<file path="config.mk">
export PLATFORM = sky130hd
export DESIGN_NAME = cpu_control_fsm
export DESIGN_NICKNAME = d
export VERILOG_FILES = /design/src/rtl/cpu_defs.sv /design/src/rtl/cpu_opcode_decoder.sv /design/src/rtl/cpu_control_fsm.sv
export SDC_FILE = /design/constraint.sdc
export NUM_CORES = 1
export LEC_CHECK = 0
export ABC_CLOCK_PERIOD_IN_PS = 4500
export BUFFER_PORTS_ARGS = -buffer_cell sky130_fd_sc_hd__buf_2
export CAP_MARGIN = 10
export CORE_MARGIN = 2
export CORE_UTILIZATION = 38
export CTS_BUF_LIST = sky130_fd_sc_hd__clkbuf_4
export CTS_CLUSTER_SIZE = 8
export DETAILED_ROUTE_END_ITERATION = 7
export HOLD_SLACK_MARGIN = 0.05
export PLACE_DENSITY = 0.7
export RECOVER_POWER = 100
export SLEW_MARGIN = 5
export SYNTH_ARGS = -nofsm -noshare
export SYNTH_HDL_FRONTEND = slang
export SYNTH_HIERARCHICAL = 1
export SYNTH_SLANG_ARGS = --single-unit
</file>
<file path="constraint.sdc">
create_clock -name CLK -period 4.5 [get_ports CLK]
set_clock_uncertainty 0.05 [all_clocks]
set_input_delay 0.9 -clock CLK [delete_from_list [all_inputs] [get_ports CLK]]
set_output_delay 0.9 -clock CLK [all_outputs]
set_load 0.01 [all_outputs]
</file>
<file path="src/rtl/cpu_defs.sv">
// Shared encodings for the 8-bit CPU: opcodes, ALU operation codes, control
// FSM states and instruction field positions.
package cpu_defs;

  localparam logic [7:0] OP_LOADI = 8'd0;
  localparam logic [7:0] OP_MOV   = 8'd1;
  localparam logic [7:0] OP_ADD   = 8'd2;
  localparam logic [7:0] OP_SUB   = 8'd3;
  localparam logic [7:0] OP_AND   = 8'd4;
  localparam logic [7:0] OP_OR    = 8'd5;
  localparam logic [7:0] OP_J     = 8'd6;
  localparam logic [7:0] OP_BEQ   = 8'd7;
  localparam logic [7:0] OP_LWD   = 8'd8;
  localparam logic [7:0] OP_LWI   = 8'd9;
  localparam logic [7:0] OP_SWD   = 8'd10;
  localparam logic [7:0] OP_SWI   = 8'd11;

  localparam logic [2:0] ALU_FWD = 3'd0;
  localparam logic [2:0] ALU_ADD = 3'd1;
  localparam logic [2:0] ALU_AND = 3'd2;
  localparam logic [2:0] ALU_OR  = 3'd3;

  typedef enum logic [2:0] {
    S_FETCH,
    S_DECODE,
    S_EXEC,
    S_MEM,
    S_WB
  } state_e;

  localparam int FLD_OPC_LSB  = 24;
  localparam int FLD_DST_LSB  = 16;
  localparam int FLD_SRC1_LSB = 8;
  localparam int FLD_SRC2_LSB = 0;

endpackage

</file>
<file path="src/rtl/cpu_opcode_decoder.sv">
// Combinational opcode decode: ALU controls plus the instruction-class flags
// that steer the control FSM.
module cpu_opcode_decoder
  import cpu_defs::*;
#(
  parameter int OPC_WIDTH = 8
) (
  input  logic [OPC_WIDTH-1:0] opc_i,
  output logic [2:0]           aluop_o,
  output logic                 imm_sel_o,
  output logic                 neg_sel_o,
  output logic                 is_mem_o,
  output logic                 is_load_o,
  output logic                 is_branch_o,
  output logic                 is_jump_o,
  output logic                 writes_rf_o,
  output logic                 illegal_o
);

  always_comb begin
    // NOTE: every output gets a default before the case so no path can infer a latch.
    aluop_o     = ALU_FWD;
    imm_sel_o   = 1'b0;
    neg_sel_o   = 1'b0;
    is_mem_o    = 1'b0;
    is_load_o   = 1'b0;
    is_branch_o = 1'b0;
    is_jump_o   = 1'b0;
    writes_rf_o = 1'b0;
    illegal_o   = 1'b0;
    case (opc_i)
      OP_LOADI: begin imm_sel_o = 1'b1; writes_rf_o = 1'b1; end
      OP_MOV:   writes_rf_o = 1'b1;
      OP_ADD:   begin aluop_o = ALU_ADD; writes_rf_o = 1'b1; end
      OP_SUB:   begin aluop_o = ALU_ADD; neg_sel_o = 1'b1; writes_rf_o = 1'b1; end
      OP_AND:   begin aluop_o = ALU_AND; writes_rf_o = 1'b1; end
      OP_OR:    begin aluop_o = ALU_OR;  writes_rf_o = 1'b1; end
      OP_J:     is_jump_o = 1'b1;
      OP_BEQ:   begin aluop_o = ALU_ADD; neg_sel_o = 1'b1; is_branch_o = 1'b1; end
      // Loads and stores compute their address by forwarding OUT2 or IMM.
      OP_LWD:   begin is_mem_o = 1'b1; is_load_o = 1'b1; writes_rf_o = 1'b1; end
      OP_LWI:   begin is_mem_o = 1'b1; is_load_o = 1'b1; writes_rf_o = 1'b1; imm_sel_o = 1'b1; end
      OP_SWD:   is_mem_o = 1'b1;
      OP_SWI:   begin is_mem_o = 1'b1; imm_sel_o = 1'b1; end
      default:  illegal_o = 1'b1;
    endcase
  end

endmodule

</file>
<file path="src/rtl/cpu_control_fsm.sv">
// Multi-cycle fetch/decode/execute control for the 8-bit CPU: owns PC and IR,
// drives register-file addressing, ALU controls and the data-memory handshake.
module cpu_control_fsm
  import cpu_defs::*;
#(
  parameter int PC_WIDTH  = 8,
  parameter int OPC_WIDTH = 8
) (
  input  logic                CLK,
  input  logic                reset,
  input  logic [31:0]         INSTRUCTION,
  input  logic                imem_busy_wait,
  input  logic                ZERO,
  input  logic                dmem_busy_wait,
  output logic [PC_WIDTH-1:0] PC,
  output logic                imem_read,
  output logic [2:0]          INaddr,
  output logic [2:0]          OUT1addr,
  output logic [2:0]          OUT2addr,
  output logic                rf_busy_wait,
  output logic [7:0]          IMM,
  output logic [2:0]          ALUOP,
  output logic                imm_sel,
  output logic                neg_sel,
  output logic                wb_sel,
  output logic                dmem_read,
  output logic                dmem_write,
  output logic                illegal
);

  state_e                state_q, state_d;
  logic [PC_WIDTH-1:0]   pc_q, pc_d;
  logic [31:0]           ir_q, ir_d;

  logic [2:0] dec_aluop;
  logic       dec_imm_sel, dec_neg_sel, dec_is_mem, dec_is_load;
  logic       dec_is_branch, dec_is_jump, dec_writes_rf, dec_illegal;

  cpu_opcode_decoder #(.OPC_WIDTH(OPC_WIDTH)) u_dec (
    .opc_i       (ir_q[FLD_OPC_LSB +: OPC_WIDTH]),
    .aluop_o     (dec_aluop),
    .imm_sel_o   (dec_imm_sel),
    .neg_sel_o   (dec_neg_sel),
    .is_mem_o    (dec_is_mem),
    .is_load_o   (dec_is_load),
    .is_branch_o (dec_is_branch),
    .is_jump_o   (dec_is_jump),
    .writes_rf_o (dec_writes_rf),
    .illegal_o   (dec_illegal)
  );

  // Branch offset is IR[23:16] sign-extended; sums wrap modulo 2^PC_WIDTH.
  logic [PC_WIDTH-1:0] pc_inc, pc_off, pc_tgt;
  assign pc_inc = pc_q + 1'b1;
  assign pc_off = PC_WIDTH'($signed(ir_q[FLD_DST_LSB +: 8]));
  assign pc_tgt = pc_inc + pc_off;

  assign PC       = pc_q;
  assign INaddr   = ir_q[FLD_DST_LSB  +: 3];
  assign OUT1addr = ir_q[FLD_SRC1_LSB +: 3];
  assign OUT2addr = ir_q[FLD_SRC2_LSB +: 3];
  assign IMM      = ir_q[FLD_SRC2_LSB +: 8];

  logic unused_ir_bits;
  assign unused_ir_bits = ^ir_q[FLD_SRC1_LSB + 3 +: 5];

  always_comb begin
    state_d      = state_q;
    pc_d         = pc_q;
    ir_d         = ir_q;
    imem_read    = 1'b0;
    rf_busy_wait = 1'b1;
    ALUOP        = ALU_FWD;
    imm_sel      = 1'b0;
    neg_sel      = 1'b0;
    wb_sel       = 1'b0;
    dmem_read    = 1'b0;
    dmem_write   = 1'b0;
    illegal      = 1'b0;
    case (state_q)
      S_FETCH: begin
        imem_read = 1'b1;
        if (!imem_busy_wait) begin
          ir_d    = INSTRUCTION;
          state_d = S_DECODE;
        end
      end
      S_DECODE: state_d = S_EXEC;
      S_EXEC: begin
        ALUOP   = dec_aluop;
        imm_sel = dec_imm_sel;
        neg_sel = dec_neg_sel;
        illegal = dec_illegal;
        if (dec_is_mem) begin
          state_d = S_MEM;
        end else begin
          rf_busy_wait = !dec_writes_rf;
          pc_d    = (dec_is_jump || (dec_is_branch && ZERO)) ? pc_tgt : pc_inc;
          state_d = S_FETCH;
        end
      end
      S_MEM: begin
        ALUOP      = dec_aluop;
        imm_sel    = dec_imm_sel;
        dmem_read  = dec_is_load;
        dmem_write = !dec_is_load;
        if (!dmem_busy_wait) begin
          if (dec_is_load) begin
            state_d = S_WB;
          end else begin
            pc_d    = pc_inc;
            state_d = S_FETCH;
          end
        end
      end
      S_WB: begin
        wb_sel       = 1'b1;
        rf_busy_wait = 1'b0;
        pc_d         = pc_inc;
        state_d      = S_FETCH;
      end
      default: state_d = S_FETCH;
    endcase
  end

  // NOTE: state registers use non-blocking assignment so every flop samples pre-edge values.
  always_ff @(posedge CLK) begin
    if (reset) begin
      state_q <= S_FETCH;
      pc_q    <= '0;
      ir_q    <= '0;
    end else begin
      state_q <= state_d;
      pc_q    <= pc_d;
      ir_q    <= ir_d;
    end
  end

endmodule

</file>
==> metrics list, run 1 <==
- Status: finished, final reports clean
- Final hold violation count: 0
- Of the synthesized area, sequential elements account for between 30% and 40%.
- Reg2Reg Depth: 8
- The tightest min-delay check is of the reg -> reg type.
- Summed over all cells, the static leakage comes to 1.03 nW.
* Slew Limit Fails: 0
* Max_cap viols: 0
- Buffers added on ports: 66
- Area added between synthesis and finish: 8.27%
* Gate count after technology mapping: between 200 and 300
- DRT Wirelength: ~5000 um
- For this run, the detailed router's first-pass iteration total came to 4.
- In the synthesized netlist the async set-or-reset flop fraction comes to 0%.
- Walking the worst path, the cells encountered are or4_1, nor4b_1, and3_1, clkbuf_1.
* Global routing usage on met3: 4.24%
* Hold buffer count at cts: 0
- Initial antenna violation count: 0
* Worst reg-to-reg setup slack: ~1.3 ns
* Final global-route overflow total: 0
- # H-tree levels: 2
- PostCTS Resize Cnt: 0
- The number of nets in the synthesized netlist is around 340.
- Synth area leaders: dfxtp_1 (33%), nand2_1 (11%), a21oi_1 (7.7%)
- After clock tree synthesis, the clock-pin slew on the worst setup and hold paths is 0.12 ns.
- The top cell type by area accounts for 32.6% of the synthesized area.
- Unrepaired setup endpoints after global routing: no
- Dividing total power by cell area gives a power density of slightly above 300 nW/um^2.
- After routing, the total negative slack on setup checks comes to 0 ns.
* Filler instances: roughly 630
* WHS Endpoint: ir_q[30]
- First-pass GRT wire length: between 7000 and 8000 um
* Start-to-end type of the worst setup path: reg -> out
* Hold Crit Start: ir_q[30]
* Largest net degree at the start of global routing: 40
- Post-synthesis sequential element count: 38
- Area of the core: ~5900 um^2
* Slowest cell delay on critical path: approximately 0.7 ns
* Synth area leader: dfxtp_1
* Reg2reg end: PC[7]
* GRT met2 Usage: ~22%
* Crit path capture type: output pin
- Max Freq: ~0.30 GHz
- The floorplan step set the die width to approximately 82 um.
- The number of global-route vias before repair was around 1700.
* Net total in the final layout: about 380
- Number of buffer and inverter stages on the critical path: 1
* Full die area: slightly below 7000 um^2
- Required arrival time at the worst endpoint: 3.55 ns
* Number of warning messages in the yosys log: 6
- Worst IR drop on VDD: 0.132 mV
* Routability cong.: ~0.86
- After detailed routing, the average wire length per cell comes to 12.2 um.
* Number of nets with antenna violations after detailed routing: 0
- The routed layout has between 2000 and 2500 vias.
* Worst-path maximum fanout: 10
- After floorplanning, the core was divided into 28 placement rows.
- Met1 track utilization from global routing: around 20%
- CTS saw 38 sinks.
* R2r startpoint: ir_q[29]
- The repair_antennas step left the layout with diodes totalling 0.
- Count of final setup violators: 0
- Clock root buffer: clkbuf_4
* Relative max-transition margin: 32.0%
- The global routing stage identified its most utilized layer as met2.
- A synthesized cell averages slightly below 8 um^2.
* Final critical path time including I/O delays and setup: between 3 and 4 ns
- GRT Util Overall: 14.9%
- Detailed Place HPWL: around 3500 um
- Post-Place Setup Slack: 1.52 ns
- In this run, synthesis inferred 0 flip-flops with an integrated enable.
* Critical path data arrival time: ~2.4 ns
* Number of instances on the worst hold path: 2
* Routed via count divided by cell count: between 4 and 5
- Most frequently used flop master after synthesis: dfxtp_1
- Slowest cell on the critical path: or4_1
* Number of buffers inserted to repair setup after CTS: 0
- Fin worst setup slack: about 1.2 ns
- Ratio of cells with drive above 1 in the final layout: between 15 and 20%
- The initial utilization of the core area, before any placement, comes to just under 40%.
- During I/O placement, the number of pins put on the boundary was 73.
- Number of clock buffers inserted by TritonCTS: 5
* Post-synth design cell area: 2330 um^2
* Slew of the pin with the lowest slew margin: just over 1 ns
- Clk Latency, worst-skew pair: between 0.3 and 0.4 ns
* Kind of cell with the highest combined delay on the critical path: simple AND/OR/NAND/NOR gates
- Drt initial violations: between 100 and 150
- Crit path launch type: register
- CTS tree: yes
- Share of the clock period used by the worst path after layout: between 70% and 80%
- Counting along the longest clock path gives a buffer depth of 2.
- Netlist cell types: 49
- Die Span Y: between 80 and 90 um
- Remaining DRCs: 0
## worst reg2reg max path, stage by stage (launching register included)
cell and delay, ns:
dfxtp_1 0.33, or4_1 0.72, nor4_1 0.31, a21oi_1 0.11, a211oi_4 0.58, nand2_1 0.12
mux2i_1 0.27, mux2i_1 0.25, mux2_1 0.33
## layer usage
layer	part of all wire, %	up-vias	wire length, um
met5	0	-	0
li1	-	1048	-
met4	1.1	0	57
met3	5.8	4	290
met2	44	52	2200
met1	49	902	2420
## state kept, by name, summed over array words and instances, names as in the netlist
| name | flops |
|---|---|
| PC | 8 |
| ir_q | 27 |
| state_q | 3 |
## cell usage after synthesis, types with 2 or more instances
master,number
nor3_1,4
nor2_1,14
nor2b_1,2
a21o_1,2
and3_1,3
inv_1,6
o21ai_0,8
a211oi_1,3
nand2_1,69
nor3b_1,2
nor4b_4,2
nand2b_1,6
mux2i_1,4
buf_6,2
nand3_1,8
a31oi_1,2
buf_2,5
nor4_4,2
o21bai_1,2
a21oi_1,36
nor3b_2,2
xor2_1,4
and2_1,4
xnor2_1,6
clkbuf_1,11
buf_4,19
ha_1,9
dfxtp_1,38
## per-stage QoR
| step | instance area [um^2] | power [W] | instances | util, % | hold WS, ns |
|---|---|---|---|---|---|
| finish | 2520 | 0.000766 | 408 | 42.6 | 0.407 |
| global route | 2520 | 0.000814 | 408 | 42.6 | 0.434 |
| CTS | 2610 | 0.000788 | 408 | 44.1 | 0.413 |
| detailed placement | 2530 | 0.000543 | 400 | 42.7 | 0.396 |
| global placement | 2530 | 0.000538 | 400 | 42.7 | 0.390 |
| floorplan | 2330 | 0.000513 | 296 | - | 0.385 |
## report_power, final
group	switching (W)	leakage [nW]	internal (W)	total (W)
logic	0.0000816	0.670	0.0000569	0.000138
clock network	0.000114	0.0463	0.000130	0.000244
registers	0.0000255	0.311	0.000358	0.000383
total	0.000221	1.03	0.000545	0.000766
## cell usage in the layout (no fill, tap or decap), types with 3 or more instances in the layout
master	count
clkbuf_4	7
clkbuf_1	30
inv_1	6
dfxtp_1	38
xor2_1	4
o21ai_0	9
buf_2	36
nor3_1	4
xnor2_1	6
a211oi_1	4
nand3_1	8
a21oi_1	36
nand2b_1	6
nor3b_1	4
nor2_1	14
mux2i_1	4
nand2_1	69
and3_1	3
ha_1	9
## worst max path at each step
stage                     slack, ns         to  cells after the start      from
after floorplan                1.83      PC[7]                     10     PC[0]
after global placement         1.58      PC[7]                     10     PC[0]
after detailed placement       1.52      PC[7]                      8  ir_q[29]
after CTS                      1.48      PC[7]                     10     PC[0]
after global routing           1.06      PC[7]                      8  ir_q[29]
final                          1.19  dmem_read                      4  ir_q[29]
## kinds of logic after synthesis
family / after synthesis / synth area share (%)
AOI/OAI and AO/OA: 62 / 15.9
xor gates and xnor gates: 10 / 3.76
adders and majority gates: 11 / 6.12
buffers and inverters: 44 / 11.1
DFF: 38 / 32.6
muxes: 5 / 2.20
other: 1 / 0.161
and+or+nand+nor: 125 / 28.2
## area by class of cell
cell class,count,area [um^2],area share [%]
clock buffer,7,52.6,2.08
multi-input combinational,214,1260,50.1
timing repair buffer,67,300,11.9
tap,75,93.8,3.72
clock inverter,1,30.0,1.19
inverter,6,22.5,0.892
sequential,38,761,30.1
Power figures use the tool's default switching activity.
==> run 2, diff against run 1 <==
- ABC_CLOCK_PERIOD_IN_PS: 4500 -> 2900
- PLACE_DENSITY: 0.7 -> 0.73
- clock period: 4.5 -> 2.9 ns (I/O delays scaled with it)
==> metrics list, run 2 (synthesis gave the netlist of run 1 again) <==
- The headroom to the max-slew limit came to 19.2% (-13 points).
* Number of nets with antenna violations after detailed routing: 0 (unchanged)
- The min-delay analysis places its worst path in the category reg -> reg.
* Sequence of cells on the critical path: ha_1, buf_4, xor2_1, ha_1, nand3_1, o2111ai_2, o31ai_2, mux2i_1, mux2i_1, mux2_1
- The effective utilization at floorplan came to 39.4% (unchanged).
- Clk Latency, worst-skew pair: 0.33 ns (about the same)
- The maximum count of clock buffers along a single path came to 2 (unchanged).
- The worst setup path is captured at a register.
* Pre-Repair DR Iteration Count: 4 (unchanged)
* Routability cong.: 0.853 (-0.29%)
- Register bank with the most flops: ir_q
* Initial antenna violation count: 0 (unchanged)
- Max_cap viols: 0 (unchanged)
* Count of final setup violators: 0 (unchanged)
- The fraction of power consumed by sequential logic is 54.3% (+4.3 points).
- The count of final max-slew check failures came to 0 (unchanged).
- Pwr Density: 426 nW/um^2 (+40%)
* Final critical path time including I/O delays and setup: 2.67 ns
- The final global-route overflow total is 0 (unchanged).
- DRT Wirelength: 4990 um (+0.52%)
- The design internal power came to 0.000741 W (+36%).
- Crit path launch type: register
- Global routing usage on met3: 2.93% (-1.3 points)
- The largest net degree at the start of global routing was 40 (unchanged).
- I/O Pins: 73 (unchanged)
- Vias in the first global route: 1843 (+11%)
* Area of the core: 5920 um^2 (unchanged)
- Flip-flop count of the largest register, all copies and words added: 27 (unchanged)
* GRT Util Overall: 15.6% (+0.65 points)
- The number of input and output port buffers inserted is 66 (unchanged).
- The hold violation total from the final report came to 0 (unchanged).
- Kind of cell with the highest combined delay on the critical path: multiplexers
- Net total in the final layout: 385 (+1.6%)
- Clock input transition at the sequential cells of the worst setup and hold paths: 0.12 ns (about the same)
* Number of clock buffers inserted by TritonCTS: 5 (unchanged)
- The share of post-route cells with drive strength above 1 was 17.4% (+2.4 points).
- Slowest cell on the critical path: dfxtp_1
* Slowest cell delay on critical path: 0.34 ns (-0.38 ns)
- The row count was 28 (unchanged).
* Routed via count: 2060 (+2.7%)
- Clock root buffer: clkbuf_4
- Setup repair after global routing left no endpoint under its margin.
- Clock power frac: 24.8% (-7.1 points)
- Leaving out fill and tap cells, the most frequent cell in the layout is nand2_1.
* Part of the total power dissipated in combinational logic: 20.9% (+2.8 points)
* Drt initial violations: 84 (-41%)
- Routed via count divided by cell count: 4.98 (+1.2%)
- The switching power summed over all nets came to 0.000354 W (+60%).
* Start-to-end type of the worst setup path: reg -> reg
- The number of H-tree branching levels came to 2 (unchanged).
- The first-pass GRT wire length is 8350 um (+6.9%).
- The die outline width came to 82.3 um (unchanged).
- Number of buffers inserted to repair setup after CTS: 0 (unchanged)
* Worst IR drop on VDD: 0.236 mV (+80%)
- Max Freq: about 0.38 GHz
* Required arrival time at the worst endpoint: 3.08 ns (-0.47 ns)
* Number of buffer and inverter stages on the critical path: 1 (unchanged)
* Clk sink count: 38 (unchanged)
* Remaining DRCs: 0 (unchanged)
- CTS tree: yes
* Post-Place Setup Slack: 0.227 ns (-1.30 ns)
* Area added between synthesis and finish: 10.3%
* Slew of the pin with the lowest slew margin: 1.21 ns (+0.191 ns)
* Full die area: 6780 um^2 (unchanged)
- The met2 usage in global routing is 25.3% (+3.3 points).
* Fin worst setup slack: 0.235 ns (-0.958 ns)
* Met1 track utilization from global routing: 20.5% (+0.026 points)
- Worst-path maximum fanout: 4 (-6)
* Die Span Y: 82.3 um (unchanged)
- Share of the clock period used by the worst path after layout: around nine tenths
- Sw Share: 32.3% (+3.5 points)
- Routed WL per cell: 12.1 um (-0.93%)
* Antenna diode count: 0 (unchanged)
- The sum of negative setup slack is 0 ns (unchanged).
- The worst endpoint data arrival time is 2.85 ns (+0.49 ns).
* Status: finished, final reports clean
- The placed wire-length estimate after detailed placement is 3640 um (+3.0%).
* Commonest non-fill, non-tap cells in the layout: nand2_1 (69), dfxtp_1 (38), a21oi_1 (36), buf_2 (36), clkbuf_1 (32)
* Leakage power: 1.04 nW (+0.87%)
- After global routing, the most crowded layer is met2.
==> run 2: final cells by class <==
type | count | area [um^2]
clock buffer | 5 | 37.5
clock inverter | 3 | 16.3
fill | 630 | 3350
inverter | 6 | 22.5
multi-input combinational | 214 | 1300
sequential | 38 | 761
tap | 75 | 93.8
timing repair buffer | 73 | 338
==> run 2: final timing paths <==
kind	startpoint	endpoint	slack, ns	cells past startpoint
max	PC[0]	PC[7]	0.23	10
min	ir_q[5]	ir_q[5]	0.41	2
max reg2reg	PC[0]	PC[7]	0.23	10
min reg2reg	ir_q[5]	ir_q[5]	0.41	2
==> run 2: worst reg2reg max path, stage by stage, from the launching register on <==
cell and delay (ns):
dfxtp_1 0.34, ha_1 0.21, buf_4 0.14, xor2_1 0.14
ha_1 0.34, nand3_1 0.11, o2111ai_2 0.14, o31ai_2 0.27
mux2i_1 0.26, mux2i_1 0.23, mux2_1 0.33
==> run 2: timing repair <==
action / 4_1_cts / 5_1_grt
gates resized for setup: 0 / 3
endpoints found under the setup margin: 0 / 1
hold buffers: 0 / 0
==> run 2: layer usage <==
metal | wire [um] | share of wire [%]
met1 | 2370 | 47
met2 | 2350 | 47
met3 | 218 | 4.4
met4 | 55 | 1.1
met5 | 0 | 0
==> run 2: power by group through the flow <==
stage | Sequential, W | Clock, W | Combinational [W]
3_5_place_dp | 0.000607 | 0 | 0.000243
5_1_grt | 0.000602 | 0.000308 | 0.000261
6_report | 0.000594 | 0.000272 | 0.000229
2_1_floorplan | 0.000589 | 0 | 0.000207
4_1_cts | 0.000596 | 0.000287 | 0.000245
3_3_place_gp | 0.000606 | 0 | 0.000238
==> run 2: stage by stage <==
stage	util, %	area [um^2]	hold WS, ns	cells	power [W]
floorplan	-	2330	0.385	296	0.000796
global placement	43.4	2570	0.390	406	0.000844
detailed placement	43.4	2570	0.393	406	0.000851
CTS	44.4	2630	0.394	414	0.00113
global route	43.4	2570	0.385	414	0.00117
finish	43.4	2570	0.412	414	0.00109
